## src/rtl/connect4_turn_controller_if.sv

```systemverilog
// Button/board bus between the Connect-4 turn controller and its host.
// The controller is the slave: it samples the button pulses and drives the board view.
interface connect4_turn_controller_if;
    logic        start;
    logic        btn_left;
    logic        btn_right;
    logic        btn_drop;
    logic [1:0]  state_out;
    logic [4:0]  column_position;
    logic [1:0]  cursor;
    logic        current_player;
    logic [15:0] board_occupied;
    logic [15:0] board_owner;
    logic [1:0]  winner;
    logic        game_over;

    modport master (
        output start, btn_left, btn_right, btn_drop,
        input  state_out, column_position, cursor, current_player,
        input  board_occupied, board_owner, winner, game_over
    );

    modport slave (
        input  start, btn_left, btn_right, btn_drop,
        output state_out, column_position, cursor, current_player,
        output board_occupied, board_owner, winner, game_over
    );
endinterface

```

## src/rtl/connect4_turn_controller.sv

```systemverilog
// Turn sequencing for a 4x4 Connect-4 board: cursor, drop landing, shadow board,
// win/draw detection. Cell index = row*4 + col, row 0 at the bottom.
module connect4_turn_controller (
    input  logic                         clk,
    input  logic                         reset,
    connect4_turn_controller_if.slave    bus
);
    localparam int unsigned N_COLS  = 4;
    localparam int unsigned N_ROWS  = 4;
    localparam int unsigned N_CELLS = N_COLS * N_ROWS;
    localparam int unsigned N_LINES = 10;
    localparam logic [4:0]  IDLE_IDX = 5'b11111;

    // Four rows, four columns, then the two diagonals.
    localparam logic [N_LINES-1:0][N_CELLS-1:0] LINES = {
        16'h000F, 16'h00F0, 16'h0F00, 16'hF000,
        16'h1111, 16'h2222, 16'h4444, 16'h8888,
        16'h8421, 16'h1248
    };

    typedef enum logic [2:0] {S_INIT, S_TURN, S_PLACE, S_CHECK, S_END} state_e;

    state_e               state_q, state_d;
    logic [1:0]           cursor_q, cursor_d;
    logic                 player_q, player_d;
    logic [N_CELLS-1:0]   occ_q, occ_d;
    logic [N_CELLS-1:0]   own_q, own_d;
    logic [1:0]           winner_q, winner_d;
    logic [1:0]           state_out_q, state_out_d;
    logic [4:0]           colpos_q, colpos_d;
    logic                 game_over_q, game_over_d;

    logic [4:0]           land_idx_c;
    logic                 col_full_c;
    logic [N_CELLS-1:0]   mine_c;
    logic                 win_c;

    // Lowest empty row in the cursor column; scanning downward lets the lowest one win.
    always_comb begin
        land_idx_c = IDLE_IDX;
        for (int r = int'(N_ROWS) - 1; r >= 0; r--) begin
            if (!occ_q[{2'(r), cursor_q}]) begin
                land_idx_c = {1'b0, 2'(r), cursor_q};
            end
        end
        col_full_c = occ_q[{2'(N_ROWS - 1), cursor_q}];
    end

    // A line wins only if every cell in it belongs to the player who just moved.
    always_comb begin
        mine_c = occ_q & (player_q ? own_q : ~own_q);
        win_c  = 1'b0;
        for (int i = 0; i < int'(N_LINES); i++) begin
            if ((mine_c & LINES[i]) == LINES[i]) begin
                win_c = 1'b1;
            end
        end
    end

    always_ff @(posedge clk) begin
        if (reset) begin
            state_q     <= S_INIT;
            cursor_q    <= 2'd0;
            player_q    <= 1'b0;
            occ_q       <= '0;
            own_q       <= '0;
            winner_q    <= 2'b00;
            state_out_q <= 2'b00;
            colpos_q    <= IDLE_IDX;
            game_over_q <= 1'b0;
        end else begin
            state_q     <= state_d;
            cursor_q    <= cursor_d;
            player_q    <= player_d;
            occ_q       <= occ_d;
            own_q       <= own_d;
            winner_q    <= winner_d;
            state_out_q <= state_out_d;
            colpos_q    <= colpos_d;
            game_over_q <= game_over_d;
        end
    end

    always_comb begin
        state_d  = state_q;
        cursor_d = cursor_q;
        player_d = player_q;
        occ_d    = occ_q;
        own_d    = own_q;
        winner_d = winner_q;
        case (state_q)
            S_INIT: begin
                if (bus.start) begin
                    state_d  = S_TURN;
                    player_d = 1'b0;
                end
            end
            S_TURN: begin
                if (bus.btn_drop) begin
                    if (!col_full_c) begin
                        state_d = S_PLACE;
                    end
                end else if (bus.btn_left ^ bus.btn_right) begin
                    cursor_d = bus.btn_left ? cursor_q - 2'd1 : cursor_q + 2'd1;
                end
            end
            S_PLACE: begin
                occ_d[colpos_q[3:0]] = 1'b1;
                own_d[colpos_q[3:0]] = player_q;
                state_d              = S_CHECK;
            end
            S_CHECK: begin
                if (win_c) begin
                    state_d  = S_END;
                    winner_d = player_q ? 2'b10 : 2'b01;
                end else if (&occ_q) begin
                    state_d  = S_END;
                    winner_d = 2'b11;
                end else begin
                    state_d  = S_TURN;
                    player_d = ~player_q;
                end
            end
            S_END: begin
                if (bus.start) begin
                    state_d = S_INIT;
                end
            end
            default: state_d = S_INIT;
        endcase
        // Entering or sitting in S_INIT always presents a clean board.
        if (state_d == S_INIT) begin
            cursor_d = 2'd0;
            player_d = 1'b0;
            occ_d    = '0;
            own_d    = '0;
            winner_d = 2'b00;
        end
    end

    // Registered outputs follow the state being entered, so they line up with it.
    always_comb begin
        state_out_d = 2'b00;
        colpos_d    = IDLE_IDX;
        game_over_d = 1'b0;
        case (state_d)
            S_TURN, S_CHECK: state_out_d = player_d ? 2'b10 : 2'b01;
            S_PLACE: begin
                state_out_d = player_d ? 2'b10 : 2'b01;
                colpos_d    = land_idx_c;
            end
            S_END: begin
                state_out_d = 2'b11;
                game_over_d = 1'b1;
            end
            default: state_out_d = 2'b00;
        endcase
    end

    assign bus.state_out       = state_out_q;
    assign bus.column_position = colpos_q;
    assign bus.cursor          = cursor_q;
    assign bus.current_player  = player_q;
    assign bus.board_occupied  = occ_q;
    assign bus.board_owner     = own_q;
    assign bus.winner          = winner_q;
    assign bus.game_over       = game_over_q;
endmodule

```

## src/flat_wrapper.sv

```systemverilog
// flat-port wrapper written by rule: the top's interface ports become plain ports
module connect4_turn_controller_flat 
  (clk, reset, bus_start, bus_btn_left, bus_btn_right, bus_btn_drop, bus_state_out, bus_column_position, bus_cursor, bus_current_player, bus_board_occupied, bus_board_owner, bus_winner, bus_game_over);
  connect4_turn_controller_if bus_i ();
  input  logic clk;
  input  logic reset;
  input wire logic [$bits(bus_i.start)-1:0] bus_start;
  input wire logic [$bits(bus_i.btn_left)-1:0] bus_btn_left;
  input wire logic [$bits(bus_i.btn_right)-1:0] bus_btn_right;
  input wire logic [$bits(bus_i.btn_drop)-1:0] bus_btn_drop;
  output wire logic [$bits(bus_i.state_out)-1:0] bus_state_out;
  output wire logic [$bits(bus_i.column_position)-1:0] bus_column_position;
  output wire logic [$bits(bus_i.cursor)-1:0] bus_cursor;
  output wire logic [$bits(bus_i.current_player)-1:0] bus_current_player;
  output wire logic [$bits(bus_i.board_occupied)-1:0] bus_board_occupied;
  output wire logic [$bits(bus_i.board_owner)-1:0] bus_board_owner;
  output wire logic [$bits(bus_i.winner)-1:0] bus_winner;
  output wire logic [$bits(bus_i.game_over)-1:0] bus_game_over;
  assign bus_i.start = bus_start;
  assign bus_i.btn_left = bus_btn_left;
  assign bus_i.btn_right = bus_btn_right;
  assign bus_i.btn_drop = bus_btn_drop;
  assign bus_state_out = bus_i.state_out;
  assign bus_column_position = bus_i.column_position;
  assign bus_cursor = bus_i.cursor;
  assign bus_current_player = bus_i.current_player;
  assign bus_board_occupied = bus_i.board_occupied;
  assign bus_board_owner = bus_i.board_owner;
  assign bus_winner = bus_i.winner;
  assign bus_game_over = bus_i.game_over;
  connect4_turn_controller u_core (.clk(clk), .reset(reset), .bus(bus_i));
endmodule
```

## config.mk

```make
export PLATFORM = sky130hd
export DESIGN_NAME = connect4_turn_controller_flat
export DESIGN_NICKNAME = d
export VERILOG_FILES = /design/src/rtl/connect4_turn_controller_if.sv /design/src/rtl/connect4_turn_controller.sv /design/src/flat_wrapper.sv
export SDC_FILE = /design/constraint.sdc
export NUM_CORES = 1
export LEC_CHECK = 0
export CAP_MARGIN = 10
export CORE_MARGIN = 2
export CORE_UTILIZATION = 45
export DETAILED_ROUTE_END_ITERATION = 8
export PLACE_DENSITY = 0.85
export SYNTH_ARGS = -nofsm -noshare
export SYNTH_HDL_FRONTEND = slang
export SYNTH_SLANG_ARGS = --single-unit
```

## constraint.sdc

```tcl
create_clock -name clk -period 2.3 [get_ports clk]
set_input_delay 0.23 -clock clk [delete_from_list [all_inputs] [get_ports clk]]
set_output_delay 0.23 -clock clk [all_outputs]
set_load 0.01 [all_outputs]
```

* Word-level counts from Yosys, hierarchy flattened
Index checks and enable logic that the tools add are counted.
** Word-level totals
- Flip-flop bits (word level) :: 48
- Output and inout bits :: 45
- Word-level logic and storage cells :: 97
** Operators by class
- Add/sub/neg operators :: 2
- $lt $le $gt $ge :: 6
- Equal/unequal tests :: 18
- Multiplexer cells :: 45
- Bitwise operators :: 7
- Reductions and logical operators :: 10
** Operators with widths (number)
- 4-bit == test, second input constant :: 10
- 1-bit two-way mux :: 20
- 5-bit two-way mux :: 4
- 3-bit two-way mux :: 6
- 16-bit AND :: 1
- 16-bit bitwise mux :: 1
- 16-bit two-way mux :: 1
- 16-bit inverter :: 1
- 16-bit OR :: 1
- 16-bit AND reduction :: 1
- 4-bit by 5-bit less-than comparator with 1-bit output, second input constant :: 3
- 3-bit one-hot mux with 5 select lines :: 1
- 3-bit by 2-bit == test with 1-bit output, second input constant :: 4
- 2-bit two-way mux :: 5
- 1-bit binary-select mux with 2-bit select :: 4
- 3-bit by 1-bit == test with 1-bit output, second input constant :: 2
- 3-bit == test, second input constant :: 2
- 3-bit zero test :: 2
- 2-bit by 5-bit less-than comparator with 1-bit output, second input constant :: 1
- 3-bit by 5-bit less-than comparator with 1-bit output, second input constant :: 1
- 1-bit demux with 4-bit select :: 1
- 4-bit by 1-bit >= comparator with 1-bit output, second input constant :: 1
- 2-bit one-hot mux with 2 select lines :: 1
- 2-bit OR reduction :: 2
- 10 further kinds :: 12

* Longest topological paths before layout
Gate-level depths: netlist (run 1).
- Word-level depth :: 20
- Gate-level depth with buffers :: 11
- Gate-level depth less buffers :: 7

* Least setup slack after synthesis (run 1)
OpenSTA, ideal clock, no wires.
- Path kind :: reg-to-reg
- Start point :: register u_core.player_q (netlist: u_core.bus.current_player)
- End point :: register u_core.cursor_q[0] (netlist: u_core.bus.cursor[0])
- Library setup time :: 0.115 ns
- Arrival :: 2.329 ns
- Setup slack :: -0.144 ns
- Stages on the path, launching flop included :: 11
- Buffers on the path :: 3
- Cell sequence :: dfxtp_1 buf_4 or3_1 a211oi_1 nor3_1 o311a_1 and3b_1 nor3_2 buf_2 buf_6 nor2_1
** Between the ends
- Cells in the longest elaborated chain, start to end :: 17
- Elaborated cells between the ends (all ways) :: 26
- Classes of those cells :: eq/ne: 10; mux: 13; bitwise: 1; reduce/logical: 2
** Ends and longest elaborated chain
- start, declared :: line connect4_turn_controller.sv:25 : logic player_q, player_d;
- start signal, assigned :: line connect4_turn_controller.sv:74 : player_q <= player_d;
- 16-bit two-way mux (*) :: line connect4_turn_controller.sv:51 : mine_c = occ_q & (player_q ? own_q : ~own_q);
- 16-bit AND (*) :: line connect4_turn_controller.sv:51
- 4-bit == test :: line connect4_turn_controller.sv:54 : if ((mine_c & LINES[i]) == LINES[i]) begin
- 1-bit two-way mux (9 in series) :: line connect4_turn_controller.sv:54
- 1-bit two-way mux (*) :: line connect4_turn_controller.sv:54
- 3-bit two-way mux (*) :: line connect4_turn_controller.sv:113 : if (win_c) begin
- 3-bit one-hot mux with 5 select lines (*) :: line connect4_turn_controller.sv:91 : case (state_q)
- 3-bit zero test (*) :: line connect4_turn_controller.sv:132 : if (state_d == S_INIT) begin
- 2-bit OR reduction (no source line) (*)
- end signal, assigned :: line connect4_turn_controller.sv:73 : cursor_q <= cursor_d;
- end, declared :: line connect4_turn_controller.sv:24 : logic [1:0] cursor_q, cursor_d;
Mark *: on every way between the ends. The rest lies on a longest branch, timed or not.
A chain may end at the register's enable or synchronous reset.

* Final worst setup path (run 1)
- Start point :: register u_core.player_q (netlist: u_core.bus.current_player)
- End point :: register u_core.winner_q[0] (netlist: u_core.bus.winner[0])
** Between the ends
- Cells in the longest elaborated chain, start to end :: 17
- Elaborated cells between the ends (all ways) :: 30
- Classes of those cells :: eq/ne: 10; mux: 15; bitwise: 1; reduce/logical: 4
** Ends and longest elaborated chain
- 16-bit two-way mux :: line connect4_turn_controller.sv:51
- 16-bit AND :: line connect4_turn_controller.sv:51
- 4-bit == test :: line connect4_turn_controller.sv:54
- 1-bit two-way mux (10 in series) :: line connect4_turn_controller.sv:54
- 3-bit two-way mux :: line connect4_turn_controller.sv:113
- 3-bit one-hot mux with 5 select lines :: line connect4_turn_controller.sv:91
- 3-bit zero test :: line connect4_turn_controller.sv:132
- 2-bit OR reduction (no source line)
- end signal, assigned :: line connect4_turn_controller.sv:77 : winner_q <= winner_d;
- end, declared :: line connect4_turn_controller.sv:28 : logic [1:0] winner_q, winner_d;
Parallel ways exist; a longest one is shown, timed or not.

==> results.toml, run 1 <==
[status]
status = "complete, but fails checks"
violations = "setup timing"

[clocking]
postCtsSetupRepairBufs = 0
clkLatencyLatePin_ps = 310
clock-sinks = 48
clkSlewWorstSetupHoldPaths_ps = 80
cts-buffers-inserted = 5
clockBufferDepth = 2
htree_levels = 2
cts_tree = "yes"
clockRootBuffer = "clkbuf_8"

[synth]
seq_area_frac_synth = 0.4127
syn_inst = 291
synth_seq_cells = 48
synth_area_sq_um = 2328
synth_cell_types = 38
syn_area_per_cell_sq_um = 8.002
ys_warn_count = 0
synth.net_count = 297

[floorplanning]
start_util = 0.4618
core_area_sq_um = 5042
fp-row-count = 26
die_area_sq_um = 5766
boundaryPins = 51
die_h_microns = 75.94
die_w_microns = 75.94

[finish]
syn_to_final_growth_pct = 41.48
post-route-util = 0.6534
drive_gt1_frac = 0.1676
final_nets = 375
diodes = 0
final_common_cell = "clkdlybuf4s50_1"
layout_common_cells = "clkdlybuf4s50_1 (50), dfxtp_1 (46), nor2_1 (42)"
fin_area_sq_um = 3294

[power]
p_switching_w = 0.0004143
switching_share = 0.2580
comb_power_share = 0.133
intPower_w = 0.001192
p_leak_nw = 1.207
power_frac_seq = 0.542
fin_total_pwr_w = 0.001606
powerDensity_nw_per_um2 = 487.5
ir_drop_mv = 0.2419
clkPwrFrac = 0.326

[detailed_routing]
drc = 0
via_per_inst = 5.784
avgRoutedWirePerCell_microns = 16.01
drtPass1Iterations = 5
final_antenna_net_count = 0
drt_first_iter_violations = 160
drt_wl_total_microns = 7045
vias = 2545

[timing]
skew_ps = 13.81
slew_viol_final = 0
period_needed_ps = 2433
worst_pin_slew_ps = 613.8
fin_crit_sh = 1.058
setup_viol = 41
rsz0062_at_grt = "true"
slew_headroom = 0.5893
final_hold_viol_count = 0
fin_ws_ps = -133.2
timing.fmax_ghz = 0.4110

[worst_setup_path]
worstReg2RegEnd = "u_core.bus.winner[0]"
rrSetupSlack_ps = -130
r2r_start = "u_core.bus.current_player"
critPathSlowestCell = "or4_4"
worstPathRequired_ps = 2520
cpMostUsedCell = "buf_4"
worst_path_largest_cell_delay_ps = 560
arrival_ps = 2650
criticalPathCategory = "register to register"
r2r_cells = 9
crit_fanout = 18
crit_chain = "or4_4, a2111oi_4, o211ai_1, o311a_1, a211oi_2, buf_4, nor3_4, buf_4, a211oi_1"
end_kind = "register"
start_kind = "register"

[global_route]
antenna_found_initial = 0
first_global_vias = 2374
grt_max_degree = 24
overflow = 0
grt_pass1_wl_microns = 11460
grt_util_all_layers = 0.2426

[place]
dp_hpwl_microns = 5103
placed_area_sq_um = 3132
gp_congestion = 0.9198
portBuffers = 50

[worst_hold_path]
holdPathStages = 2
holdPathEnd = "u_core.bus.winner[0]"
min_path_type = "register to register"
hp-start = "u_core.bus.winner[0]"

[run]
cap_violations = 0
==> cell type report <==
| class | instances | area [sq um] |
|---|---|---|
| Clock buffer | 7 | 86.33 |
| Clock inverter | 1 | 7.507 |
| Fill cell | 413 | 1748 |
| Inverter | 8 | 30.03 |
| Multi-Input combinational cell | 218 | 1315 |
| Sequential cell | 48 | 965.9 |
| Tap cell | 70 | 87.58 |
| Timing Repair Buffer | 88 | 802.0 |
==> power by group through the flow <==
| stage | Combinational (W) | Clock [W] | Sequential (W) |
|---|---|---|---|
| 2_1_floorplan | 0.000122 | 0 | 0.000882 |
| 3_3_place_gp | 0.000191 | 0 | 0.000889 |
| 3_5_place_dp | 0.000195 | 0 | 0.000890 |
| 4_1_cts | 0.000200 | 0.000520 | 0.000870 |
| 5_1_grt | 0.000232 | 0.000552 | 0.000873 |
| 6_report | 0.000214 | 0.000523 | 0.000870 |
==> state kept, by name (all words and copies together) (netlist names) <==
name and flops:
u_core.bus.winner 2, u_core.bus.current_player 1, u_core.bus.cursor 2, u_core.bus.state_out 2
u_core.bus.board_occupied 16, u_core.bus.column_position 5, u_core.bus.board_owner 16, u_core.state_q 3
u_core.bus.game_over 1
==> metal layers <==
layer | up-vias | part of all wire | GRT usage
met3 | 18 | 0.087 | 0.04881
met4 | 0 | 0.021 | 0.09455
met2 | 144 | 0.48 | 0.4018
li1 | 1195 | - | -
met1 | 1188 | 0.41 | 0.3125
met5 | - | 0 | 0
==> worst max path at each step <==
stage          slack [ps]                       from                   endpoint
2_1_floorplan           4  u_core.bus.current_player       u_core.bus.cursor[0]
3_3_place_gp         -140  u_core.bus.current_player  u_core.bus.board_owner[3]
3_5_place_dp         -230  u_core.bus.current_player  u_core.bus.board_owner[8]
4_1_cts              -130  u_core.bus.current_player  u_core.bus.current_player
5_1_grt              -270  u_core.bus.current_player  u_core.bus.current_player
6_report             -130  u_core.bus.current_player       u_core.bus.winner[0]
==> critical path, delay by kind of cell (launching register included) <==
| kind | cells | cell delay, ps |
|---|---|---|
| compound gates | 5 | 1000 |
| buf+inv | 2 | 330 |
| flops | 1 | 410 |
| simple gates | 2 | 610 |
==> timing repair <==
item | CTS | global route
pin swaps | 0 | 2
setup endpoints to repair | 41 | 41
gates resized for setup | 5 | 9
hold buffers | 0 | 0
==> cells by family (layout without fill, tap and decap cells) <==
group,count (synthesis),after routing,share of synthesized area
buffers and inverters,25,104,0.04943
muxes,9,9,0.06019
and+or+nand+nor,138,138,0.2891
DFF,48,48,0.4127
xor gates and xnor gates,9,9,0.03385
AOI/OAI and AO/OA,62,62,0.1548
==> cell usage after synthesis, drive strengths merged <==
library cell	instances	area share
mux2i	5	0.021
and2	2	0.0054
o21a	1	0.0032
a221o	1	0.0043
nor2	42	0.068
a2111oi	1	0.0038
and3	1	0.0027
o211ai	2	0.0064
buf	8	0.022
inv	8	0.013
and3b	1	0.0038
o31a	1	0.0038
mux4	4	0.039
or4	9	0.029
xnor2	5	0.019
o22ai	1	0.0027
nor4b	1	0.0038
dfxtp	48	0.41
o311a	1	0.0043
nand2b	4	0.011
nand3	21	0.045
clkbuf	9	0.015
xor2	4	0.015
or3	5	0.013
a211oi	5	0.016
or4b	1	0.0043
a21oi	35	0.075
nand2	30	0.048
o311ai	1	0.0038
nor2b	4	0.011
nor3	7	0.017
o21ai	10	0.021
a41o	1	0.0043
nand4	10	0.027
a31oi	2	0.0054
==> metrics by stage <==
step / TNS [ps] / setup WS [ps] / std cells / hold WS [ps]
after detailed placement: -7146 / -230.4 / 432 / 496.8
final: -4348 / -133.2 / 440 / 507.8
after global placement: -4228 / -138.9 / 432 / 481.6
after floorplan: 0 / 3.822 / 291 / 302.4
after CTS: -3820 / -129.7 / 440 / 508.8
after global routing: -8712 / -269.3 / 440 / 531.3
Note: power is estimated with default switching activity, not from simulation.
==> run 2: changes to the inputs <==
CORE_UTILIZATION = 47   (was 45)
CTS_BUF_LIST = sky130_fd_sc_hd__clkbuf_8   (was unset)
PLACE_DENSITY = 0.88   (was 0.85)
==> run 2 against run 1 <==
  * The run still ends with setup timing left
  * Worst hold slack improved by 4.4 ps
  * Via count increased by 11%
  * Die area decreased by 4.0%
  * Core utilization grew 12 points
  * Final cell count up 3.6%
  * Maximum frequency is 5.9% lower
  * Clock power increased by 15%
==> results.toml, run 2 (synthesis results as in run 1) <==
[finish]
final_nets = 394
stdcell_count = 456
fillers = 301
drive_gt1_frac = 0.2931
layout_common_cells = "clkdlybuf4s50_1 (50), dfxtp_1 (44), buf_4 (43)"
syn_to_final_growth_pct = 58.79
post-route-util = 0.7776
diodes = 0
final_common_cell = "clkdlybuf4s50_1"

[clocking]
htree_levels = 2
cts-buffers-inserted = 5
clockBufferDepth = 2
clkLatencyLatePin_ps = 300
clkSlewWorstSetupHoldPaths_ps = 90
holdBufCountCts = 0
clockRootBuffer = "clkbuf_8"
cts_tree = "yes"
clock-sinks = 48

[global_route]
grt_pass1_wl_microns = 12440
first_global_vias = 2648
antenna_found_initial = 0
overflow = 0
grt_max_degree = 15
grt_util_all_layers = 0.2961

[floorplanning]
die_area_sq_um = 5533
boundaryPins = 51
die_h_microns = 74.39
die_w_microns = 74.39
fp-row-count = 25
core_area_sq_um = 4755
start_util = 0.4897

[power]
intPower_w = 0.001328
clkPwrFrac = 0.334
p_leak_nw = 1.337
powerDensity_nw_per_um2 = 485.6
power_frac_seq = 0.485
p_switching_w = 0.0004676
ir_drop_mv = 0.3186
switching_share = 0.2604
comb_power_share = 0.181

[detailed_routing]
drtPass1Iterations = 7
vias = 2832
drc = 0
via_per_inst = 6.211
final_antenna_net_count = 0
drt_wl_total_microns = 8947
avgRoutedWirePerCell_microns = 19.62
drt_first_iter_violations = 281

[timing]
worst_pin_slew_ps = 535.8
setup_viol = 41
timing.fmax_ghz = 0.3869
rsz0062_at_grt = "true"
final_hold_viol_count = 0
skew_ps = 9.051
slew_headroom = 0.6423
fin_ws_ps = -284.5
slew_viol_final = 0
period_needed_ps = 2584
fin_crit_sh = 1.124

[worst_setup_path]
worst_path_largest_cell_delay_ps = 550
critPathSlowestCell = "or4_1"
critical_path.startpoint = "u_core.bus.board_owner[12]"
criticalPathCategory = "register to register"
arrival_ps = 2780
worstPathRequired_ps = 2490
crit_fanout = 7
end_kind = "register"
start_kind = "register"
crit_chain = "or4_1, a21oi_1, nor3_2, o311a_4, and3b_2, nor3_4, buf_6, buf_12, a21oi_2"
r2r_start = "u_core.bus.board_owner[12]"

[status]
violations = "setup timing"
status = "complete, but fails checks"

[worst_hold_path]
hp-start = "u_core.bus.board_owner[8]"
min_path_type = "register to register"

[place]
portBuffers = 50
place_inst = 432
dp_hpwl_microns = 5230
gp_congestion = 0.9656

[run]
cap_violations = 0
==> run 2: cell types whose count changed in the layout (fill, tap and decap cells not counted), sizes merged <==
cell | before | now
buf | 38 | 56
bufinv | 0 | 1
inv | 8 | 9
clkinvlp | 1 | 0
clkbuf | 7 | 6
clkinv | 0 | 1
==> run 2: cell type report <==
class | count | area (sq um) | share of cell area
Tap cell | 67 | 83.83 | 0.02267
Clock buffer | 5 | 68.82 | 0.01861
Timing Repair Buffer | 107 | 1023 | 0.2768
Inverter | 8 | 30.03 | 0.008122
Sequential cell | 48 | 968.4 | 0.2619
Multi-Input combinational cell | 218 | 1484 | 0.4014
Clock inverter | 3 | 38.79 | 0.01049
==> run 2: worst max-delay path: cells and delay by family (launching register included) <==
family / cells / cell delay [ps]
AOI/OAI and AO/OA: 3 / 700
DFF: 1 / 370
and+or+nand+nor: 4 / 1070
buffers and inverters: 2 / 330
==> run 2: worst paths after layout <==
kind | slack, ps | cells past startpoint | endpoint
setup / recovery | -280 | 9 | u_core.bus.board_owner[6]
hold / removal | 510 | 2 | u_core.bus.board_owner[8]
setup reg to reg | -280 | 9 | u_core.bus.board_owner[6]
hold reg to reg | 510 | 2 | u_core.bus.board_owner[8]
==> run 2: what timing repair did <==
item	CTS	global route
endpoints found under the setup margin	41	41
pin swaps	8	24
buffers inserted	9	7
gates cloned	1	1
gates resized for setup	27	41
==> run 2: per-stage QoR <==
step	hold slack (ps)	power [W]	setup TNS (ps)	setup slack [ps]	cell area [sq um]
global placement	486.9	0.001092	-5942	-161.1	3163
CTS	524.7	0.001730	-7823	-220.0	3468
floorplan	302.4	0.001004	0	3.822	2340
global route	540.9	0.001841	-13280	-350.2	3697
detailed placement	497.1	0.001096	-8793	-245.5	3163
finish	512.2	0.001796	-10630	-284.5	3697
==> run 2: power by group through the flow <==
stage	Sequential, W	Combinational (W)	Clock [W]
floorplan	0.000882	0.000122	0
global placement	0.000889	0.000203	0
detailed placement	0.000890	0.000206	0
CTS	0.000868	0.000259	0.000603
global route	0.000873	0.000337	0.000631
finish	0.000871	0.000324	0.000601
==> run 2: layer usage <==
metal	routed length (microns)	share of wire	global-route usage
met5	0	0	0
met4	534	0.060	0.1726
met3	886	0.099	0.05827
met2	4336	0.48	0.4985
met1	3190	0.36	0.3503
